<file path="config.mk">
export PLATFORM = sky130hd
export DESIGN_NAME = alu_mul_sequencer
export DESIGN_NICKNAME = d
export VERILOG_FILES = /design/src/rtl/alu_pkg.sv /design/src/rtl/alu_mul_sequencer.sv
export SDC_FILE = /design/constraint.sdc
export NUM_CORES = 1
export LEC_CHECK = 0
export ABC_AREA = 1
export BUFFER_PORTS_ARGS = -buffer_cell sky130_fd_sc_hd__clkbuf_2
export CAP_MARGIN = 20
export CORE_ASPECT_RATIO = 0.9
export CORE_MARGIN = 4
export CORE_UTILIZATION = 56
export CTS_CLUSTER_SIZE = 16
export DETAILED_ROUTE_END_ITERATION = 16
export PLACE_DENSITY = 0.95
export SETUP_SLACK_MARGIN = 0.05
export SYNTH_ARGS = -nofsm -noshare
export SYNTH_HDL_FRONTEND = slang
export SYNTH_SLANG_ARGS = --single-unit
</file>
<file path="constraint.sdc">
create_clock -name clk -period 2.7 [get_ports clk]
set_input_delay 0.135 -clock clk [delete_from_list [all_inputs] [get_ports clk]]
set_output_delay 0.135 -clock clk [all_outputs]
set_load 0.05 [all_outputs]
</file>
<file path="src/rtl/alu_pkg.sv">
// Shared ALU function codes, MUL sequencer state encoding and a reference ALU evaluator.
package alu_pkg;

   localparam logic [3:0] ALU_AND  = 4'b0000;
   localparam logic [3:0] ALU_OR   = 4'b0001;
   localparam logic [3:0] ALU_XOR  = 4'b0010;
   localparam logic [3:0] ALU_XNOR = 4'b0011;
   localparam logic [3:0] ALU_ADD  = 4'b0100;
   localparam logic [3:0] ALU_SUB  = 4'b1100;
   localparam logic [3:0] ALU_SLT  = 4'b0101;

   localparam logic [1:0] ST_IDLE = 2'd0;
   localparam logic [1:0] ST_ITER = 2'd1;
   localparam logic [1:0] ST_DONE = 2'd2;

   // Behaviour of the shared EX-stage ALU, usable wherever a model of it is needed.
   function automatic logic [31:0] alu_eval(input logic [3:0] func,
                                            input logic [31:0] a,
                                            input logic [31:0] b);
      logic [31:0] r;
      case (func)
         ALU_AND:  r = a & b;
         ALU_OR:   r = a | b;
         ALU_XOR:  r = a ^ b;
         ALU_XNOR: r = ~(a ^ b);
         ALU_ADD:  r = a + b;
         ALU_SUB:  r = a - b;
         ALU_SLT:  r = {31'b0, $signed(a) < $signed(b)};
         default:  r = '0;
      endcase
      return r;
   endfunction

endpackage

</file>
<file path="src/rtl/alu_mul_sequencer.sv">
// Shift-and-add MUL sequencer that borrows the shared EX-stage ALU for one conditional ADD
// per multiplier bit; stalls the pipeline while busy.
module alu_mul_sequencer
   import alu_pkg::*;
#(
   parameter int XLEN       = 32,
   parameter bit EARLY_EXIT = 1'b1
) (
   input  logic            clk,
   input  logic            rst_n,
   input  logic            start_i,
   input  logic            flush_i,
   input  logic [XLEN-1:0] op_a_i,
   input  logic [XLEN-1:0] op_b_i,
   output logic            busy_o,
   output logic            done_o,
   output logic [XLEN-1:0] result_o,
   output logic            alu_sel_o,
   output logic [XLEN-1:0] alu_in1_o,
   output logic [XLEN-1:0] alu_in2_o,
   output logic [3:0]      alu_func_o,
   input  logic [XLEN-1:0] alu_out_i
);

   localparam int CNT_W = $clog2(XLEN);

   logic [1:0]      state;
   logic [XLEN-1:0] acc, mcand, mplier, result_q;
   logic [CNT_W-1:0] cnt;

   logic [XLEN-1:0] acc_nxt, mplier_sh;
   logic            last;

   always_comb begin
      acc_nxt   = mplier[0] ? alu_out_i : acc;
      mplier_sh = mplier >> 1;
      // Early exit once no set multiplier bits remain for the following iterations.
      last      = (cnt == CNT_W'(XLEN-1)) || (EARLY_EXIT && (mplier_sh == '0));
   end

   always_ff @(posedge clk or negedge rst_n) begin
      if (!rst_n) begin
         state    <= ST_IDLE;
         acc      <= '0;
         mcand    <= '0;
         mplier   <= '0;
         cnt      <= '0;
         result_q <= '0;
      end else begin
         case (state)
            ST_IDLE: if (start_i && !flush_i) begin
               state  <= ST_ITER;
               acc    <= '0;
               mcand  <= op_a_i;
               mplier <= op_b_i;
               cnt    <= '0;
            end
            ST_ITER: if (flush_i) begin
               state <= ST_IDLE;
            end else begin
               acc    <= acc_nxt;
               mcand  <= mcand << 1;
               mplier <= mplier_sh;
               // Hold the counter on the exit cycle so it never wraps.
               if (!last) cnt <= cnt + 1'b1;
               if (last) begin
                  state    <= ST_DONE;
                  result_q <= acc_nxt;
               end
            end
            ST_DONE: state <= ST_IDLE;
            default: state <= ST_IDLE;
         endcase
      end
   end

   always_comb begin
      busy_o     = (state != ST_IDLE);
      done_o     = (state == ST_DONE);
      alu_sel_o  = (state == ST_ITER);
      alu_in1_o  = alu_sel_o ? acc   : '0;
      alu_in2_o  = alu_sel_o ? mcand : '0;
      alu_func_o = ALU_ADD;
      result_o   = result_q;
   end

endmodule

</file>
# Yosys cells after proc, flatten, opt, wreduce, memory -nomap -nowiden
# Index checks and enable logic that the tools add are counted.
# classes
magnitude_cmp	0
n_reduce_logical	11
n_bitwise	1
div_mod_pow	0
multipliers	0
n_shift	0
eq_ne	7
mux	20
add_sub_neg	1
# ops
cell	n
$mux 32	9
$pmux 32 s2	3
$logic_not 32->1	1
$mux 5	3
$pmux 5 s2	1
$mux 2	3
$ne 2x2->1 const B	3
$reduce_and 3->1	2
$add 5x1->5 const B	1
$eq 5x5->1 const B	1
$pmux 2 s2	1
$reduce_and 4->1	1
$reduce_bool 2->1	2
$ne 3x2->1 const B	1
$eq 2x1->1 const B	1
$eq 2x2->1 const B	1
$logic_not 2->1	1
$reduce_and 2->1	1
$logic_and 1x1->1	1
$logic_not 1->1	1
$logic_or 1x1->1	1
$not 1->1	1
# word_totals
ramBits	0
mem_bits_ro	0
memories	0
wordCells	46
latch_bits	0
reg_bits	135

# Depth between registers and ports, before layout
# Gate-level depths: netlist of run 1.
# depth
word_depth	5
ltp_mapped	11
mapped_depth_nobuf	9

# Worst setup path before layout of run 1
# OpenSTA, ideal clock, no wires.
# synth_timing
path_type	register to output
from	register state[1]
to	output port alu_in1_o[10]
slack_ps	885
stages_incl_launch_ff	7
t_required_ps	2565
path_buffers	3
t_arrival_ps	1680
path_cell_list	dfrtp_1 inv_1 nand2_1 buf_6 buf_2 clkbuf_1 nor2_1
# synth_via
elab_chain_len	2
# synth_rtl
item	line_no	text
start: declaration	alu_mul_sequencer.sv:27	logic [1:0] state;
start signal: assignment	alu_mul_sequencer.sv:43	state <= ST_IDLE;
start signal: assignment	alu_mul_sequencer.sv:52	state <= ST_ITER;
start signal: assignment	alu_mul_sequencer.sv:59	state <= ST_IDLE;
$eq 2x1->1	alu_mul_sequencer.sv:80	alu_sel_o = (state == ST_ITER);
$mux 32	alu_mul_sequencer.sv:81	alu_in1_o = alu_sel_o ? acc : '0;
end: declaration	alu_mul_sequencer.sv:19	output logic [XLEN-1:0] alu_in1_o,
# No other way between the ends.

# Worst setup path in the final report of run 1
# layout_timing
from	register state[1]
to	output port alu_sel_o
# layout_via
elab_chain_len	1
# layout_rtl
item	line_no	text
$eq 2x1->1	alu_mul_sequencer.sv:80	
end: declaration	alu_mul_sequencer.sv:18	output logic alu_sel_o,
# No other way between the ends.

==> results.cfg, run 1 <==
[timing]
skew_ns = 0.0122
timing.final.crit_share = 0.853
fmax_ghz = 0.434
hold_viol = 0
tightest_slew_ns = 0.667
slew_headroom = 0.555
fin_crit_ns = 2.30
fin_tns_setup_ns = 0
drv_slew = 0
setup_viol = 0
rsz0062_at_grt = no

[logic_synthesis]
seq_area_frac_synth = 0.512
synth.avg_cell_area_um2 = 7.74
yosysWarnings = 0
syn_area_um2 = 6600
netlist_instances = 852
synth_cell_types = 19
synth-seq-cells = 135

[placement]
dp_cells = 1156
io_buffers = 198
dp.final_hpwl_um = 11100
placed_area_um2 = 7600
place.gp.congestion = 0.864

[pwr]
power-per-cell-area_nw_per_um2 = 1170
leakage_uw = 0.00437
ir_drop_uv = 902

[cts]
cts_tree = done
cts_root_buffer = clkbuf_16
cts_setup_buffers = 0
htree_levels = 4
clock_sinks = 135
cts_buffers = 17
cts_max_path_buffers = 2
clk_pin_slew_ns = 0.06
clk_latency_ns = 0.41

[grt]
first_global_vias = 5985
grt_use_total = 0.257
overflow = 0
grt_pass1_wl_um = 28100
grt_max_degree = 121
grt_antenna_before_repair = 0

[worst_setup_path]
regToRegSetupSlack_ns = 0.67
endpoint_kind = output port
cp_max_fo = 62
critPathArrivalTime_ns = 2.17
path_class = reg2out
worstSetupStartpointType = flip-flop
cp_data_required_time_ns = 2.57

[cells_and_area]
final_layout_size_suffix_gt1_frac = 0.232
fin_cells = 1205
finalNetCount = 1138
final_common_cell = clkbuf_2
n_antenna_cell = 0
most-common-layout-cells = clkbuf_2, nand2_1, o21ai_0
fill_cells = 867
area_growth_pct = 26.7
design_area_um2 = 8360

[hold_path]
hold_class = in2reg

[outcome]
status = finished, final reports clean

[floorplanning]
die_w_um = 122
rows = 37
die-height_um = 111
start_util = 0.575
io_pins = 203
die-area_um2 = 13600
coreArea_um2 = 11500

[routing]
vias_per_cell = 5.18
route.vias.total = 6246
routed_wl_um = 17100
dr.pass1.iters = 6
ant_nets = 0
wire_per_inst_um = 14.2
drc = 0
drt_iter0_drc = 748

[flow_run]
cap_violations = 0
[worst paths after layout]
check	cells past startpoint	startpoint	end
max	5	state[1]	alu_sel_o
min	3	op_b_i[13]	mplier[13]
max reg2reg	5	state[1]	acc[5]
min reg2reg	2	result_o[2]	result_o[2]
max in group asynchronous	3	rst_n	mcand[0]
min in group asynchronous	2	rst_n	acc[15]
[metrics by stage]
step	total power, uW	hold WS, ns	setup slack (ns)	utilization
floorplan	6520	-0.161	0.885	-
global placement	7240	0.104	0.797	0.662
detailed placement	7390	0.105	0.730	0.662
CTS	9770	0.000741	0.419	0.728
global route	10500	0.0120	0.273	0.728
finish	9790	0.00960	0.398	0.728
[per-layer routing]
layer / up-vias / share of wire / global-route usage
met2: 265 / 0.50 / 0.429
met1: 2873 / 0.41 / 0.326
met5: - / 0 / 0
met4: 0 / 0.023 / 0.0963
li1: 3072 / - / -
met3: 36 / 0.072 / 0.0556
[worst max-delay path: stages, from the launching register on]
cell and delay (ns):
dfrtp_1 0.41, inv_1 0.12, nand2_4 0.17, inv_1 0.15, buf_4 0.50, clkbuf_2 0.39
[cell type report]
type                    count  area [um^2]  share of cell area
clock buffers              18          439              0.0526
multi-input cells         549         2500               0.299
repair buffers            224         1280               0.154
inverters                 109          409              0.0490
flip-flops and latches    135         3380               0.404
well taps                 156          195              0.0234
clock inverters            14          150              0.0180
[synth_stat cells]
master | number | area (um^2)
nand2_1 | 196 | 736
o21ai_0 | 162 | 811
dfrtp_1 | 135 | 3380
inv_1 | 108 | 405
nor2_1 | 106 | 398
o211ai_1 | 31 | 233
clkbuf_1 | 27 | 101
buf_2 | 18 | 90.1
o22ai_1 | 18 | 113
nand3_1 | 14 | 70.1
o21ai_1 | 13 | 65.1
buf_4 | 12 | 90.1
buf_6 | 4 | 45.0
conb_1 | 2 | 7.51
ha_1 | 2 | 25.0
a21oi_1 | 1 | 5.00
clkinv_1 | 1 | 3.75
nor2_4 | 1 | 11.3
o21ai_2 | 1 | 8.76
[power breakdown]
part	switching (uW)	internal [uW]	leakage (uW)
Clock	905	1390	0.000283
Combinational	3400	1180	0.00233
Sequential	248	2660	0.00176
Total	4560	5230	0.00437
[cell families (layout without fill, tap and decap cells)]
logic type                 Yosys count  after routing  synth area share
other                                2              4           0.00114
DFF                                135            135             0.512
adders and majority gates            2              2           0.00379
AOI/OAI and AO/OA                  226            226             0.187
buffers and inverters              170            365             0.112
and+or+nand+nor                    317            317             0.184
[sequential cells by signal, summed over array words and instances (netlist names)]
| signal | flops |
|---|---|
| mcand | 32 |
| result_o | 32 |
| cnt | 5 |
| acc | 32 |
| mplier | 32 |
| state | 2 |
[repair_timing]
| action | CTS | global route |
|---|---|---|
| setup endpoints to repair | 0 | 0 |
| hold endpoints to repair | 62 | 0 |
| gates resized for setup | 0 | 0 |
| hold buffers | 17 | 0 |
No activity file was read; power rests on OpenSTA's default activity.
==> run 2: changes to the inputs <==
--- a/config.mk
+++ b/config.mk
@@ -12,5 +12,5 @@
 export CORE_MARGIN = 4
 export CORE_UTILIZATION = 56
-export CTS_CLUSTER_SIZE = 16
+export CTS_CLUSTER_SIZE = 8
 export DETAILED_ROUTE_END_ITERATION = 16
 export PLACE_DENSITY = 0.95
==> constraint.sdc (replaced) <==
create_clock -name clk -period 2.7 [get_ports clk]
set_input_delay 0.27 -clock clk [delete_from_list [all_inputs] [get_ports clk]]
set_output_delay 0.27 -clock clk [all_outputs]
set_load 0.05 [all_outputs]
==> run 2 against run 1 <==
Effect of this change:
- register-to-register slack lost 0.04 ns
- via count shrank 1.2%
- worst hold slack gained 0.12 ns
- core utilization shrank 1.1 points
- setup slack lost 0.038 ns
- maximum frequency shrank 1.6%
==> results.cfg, run 2 (same netlist as run 1, synthesis figures left out) <==
[cells_and_area]
final_common_cell = clkbuf_2
fill_cells = 878
n_antenna_cell = 0
most-common-layout-cells = clkbuf_2, nand2_1, o21ai_0
finalNetCount = 1125
final_layout_size_suffix_gt1_frac = 0.236
utilization = 0.716
area_growth_pct = 24.7

[hold_path]
min_delay_worst_endpoint = mplier[11]
hp-start = op_b_i[11]
hold-path-cell-count = 3
hold_class = in2reg

[timing]
whs_ns = 0.125
drv_slew = 0
slew_headroom = 0.422
setup_viol = 0
worst_slack_ns = 0.360
fin_tns_setup_ns = 0
skew_ns = 0.00827
rsz0062_at_grt = no
tightest_slew_ns = 0.866
fin_crit_ns = 2.34
timing.final.crit_share = 0.867
hold_viol = 0
fmax_ghz = 0.427

[floorplanning]
die_w_um = 122
start_util = 0.575
die-height_um = 111
io_pins = 203
rows = 37
die-area_um2 = 13600
coreArea_um2 = 11500

[flow_run]
cap_violations = 0

[cts]
cts_buffers = 17
clk_pin_slew_ns = 0.06
clock_sinks = 135
ctsResizeCount = 0
clk_latency_ns = 0.40
cts_root_buffer = clkbuf_16
cts_max_path_buffers = 2
cts_tree = done
htree_levels = 4

[worst_setup_path]
rr_worst_depth = 6
r2r-end = acc[7]
cp_data_required_time_ns = 2.43
regToRegSetupSlack_ns = 0.63
worstSetupStartpointType = flip-flop
worstReg2RegStart = state[0]
cp_max_fo = 106
endpoint_kind = output port
path_class = reg2out
critPathArrivalTime_ns = 2.07

[routing]
wire_per_inst_um = 13.8
routed_wl_um = 16500
drc = 0
dr.pass1.iters = 5
ant_nets = 0
drt_iter0_drc = 606
vias_per_cell = 5.18
route.vias.total = 6170

[pwr]
power-per-cell-area_nw_per_um2 = 1190
post-layout-total-power_uw = 9810
ir_drop_uv = 772
leakage_uw = 0.00432

[grt]
first_global_vias = 5891
overflow = 0
grt_max_degree = 107
grt_pass1_wl_um = 27200
grt_use_total = 0.248
grt_antenna_before_repair = 0

[outcome]
status = finished, final reports clean

[placement]
pre_cts_slack_ns = 0.673
dp.final_hpwl_um = 11300
io_buffers = 198
place.gp.congestion = 0.820
-- run 2: cell types whose count changed in the layout (fill, tap and decap cells not counted), sizes merged --
| cell | before | now |
|---|---|---|
| dlygate4sd3 | 17 | 1 |
| inv | 111 | 108 |
| clkbuf | 215 | 217 |
| buf | 10 | 13 |
| clkinvlp | 3 | 2 |
| clkinv | 7 | 8 |
| bufinv | 2 | 3 |
-- run 2: power by group --
part / leakage, uW / total [uW] / switching (uW) / internal (uW)
logic: 0.00227 / 4560 / 3360 / 1200
registers: 0.00176 / 2910 / 246 / 2660
clock network: 0.000296 / 2340 / 844 / 1500
total: 0.00432 / 9810 / 4450 / 5360
-- run 2: what timing repair did --
item | in CTS | in global routing
hold endpoints to repair | 72 | 0
hold buffers | 1 | 0
setup buffers | 0 | 0
-- run 2: final cells by class --
cell class,count,area [um^2],area share
clock buffer,20,457,0.0555
clock inverter,12,151,0.0184
inverter,109,409,0.0497
multi-input combinational,549,2500,0.304
sequential,135,3380,0.411
tap,156,195,0.0237
timing repair buffer,211,1130,0.138
-- run 2: routing by layer --
layer / vias up / global-route usage / wire, um
met3: 37 / 0.0510 / 1080
met2: 256 / 0.413 / 8180
met4: 0 / 0.0925 / 375
met5: - / 0 / 0
met1: 2833 / 0.318 / 6870
li1: 3044 / - / -
-- run 2: worst max-delay path by stage --
stage / cells after the start / slack, ns / end / from
4_1_cts: 5 / 0.33 / alu_in2_o[23] / state[1]
3_5_place_dp: 7 / 0.67 / mplier[14] / state[0]
6_report: 5 / 0.36 / alu_in2_o[1] / state[1]
3_3_place_gp: 6 / 0.74 / acc[5] / state[0]
5_1_grt: 5 / 0.17 / alu_in2_o[22] / state[1]
2_1_floorplan: 6 / 0.75 / alu_in1_o[10] / state[1]
-- run 2: worst max-delay path, stage by stage, from the launching register on --
cell and delay, ns:
dfrtp_1 0.40, inv_1 0.10, nand2_4 0.09, buf_4 0.66, nor2_1 0.11, clkbuf_2 0.27
-- run 2: stage by stage --
stage | area, um^2 | std cells
after CTS | 8230 | 1192
final | 8230 | 1192
after detailed placement | 7610 | 1159
after global placement | 7610 | 1159
after floorplan | 6600 | 854
after global routing | 8230 | 1192
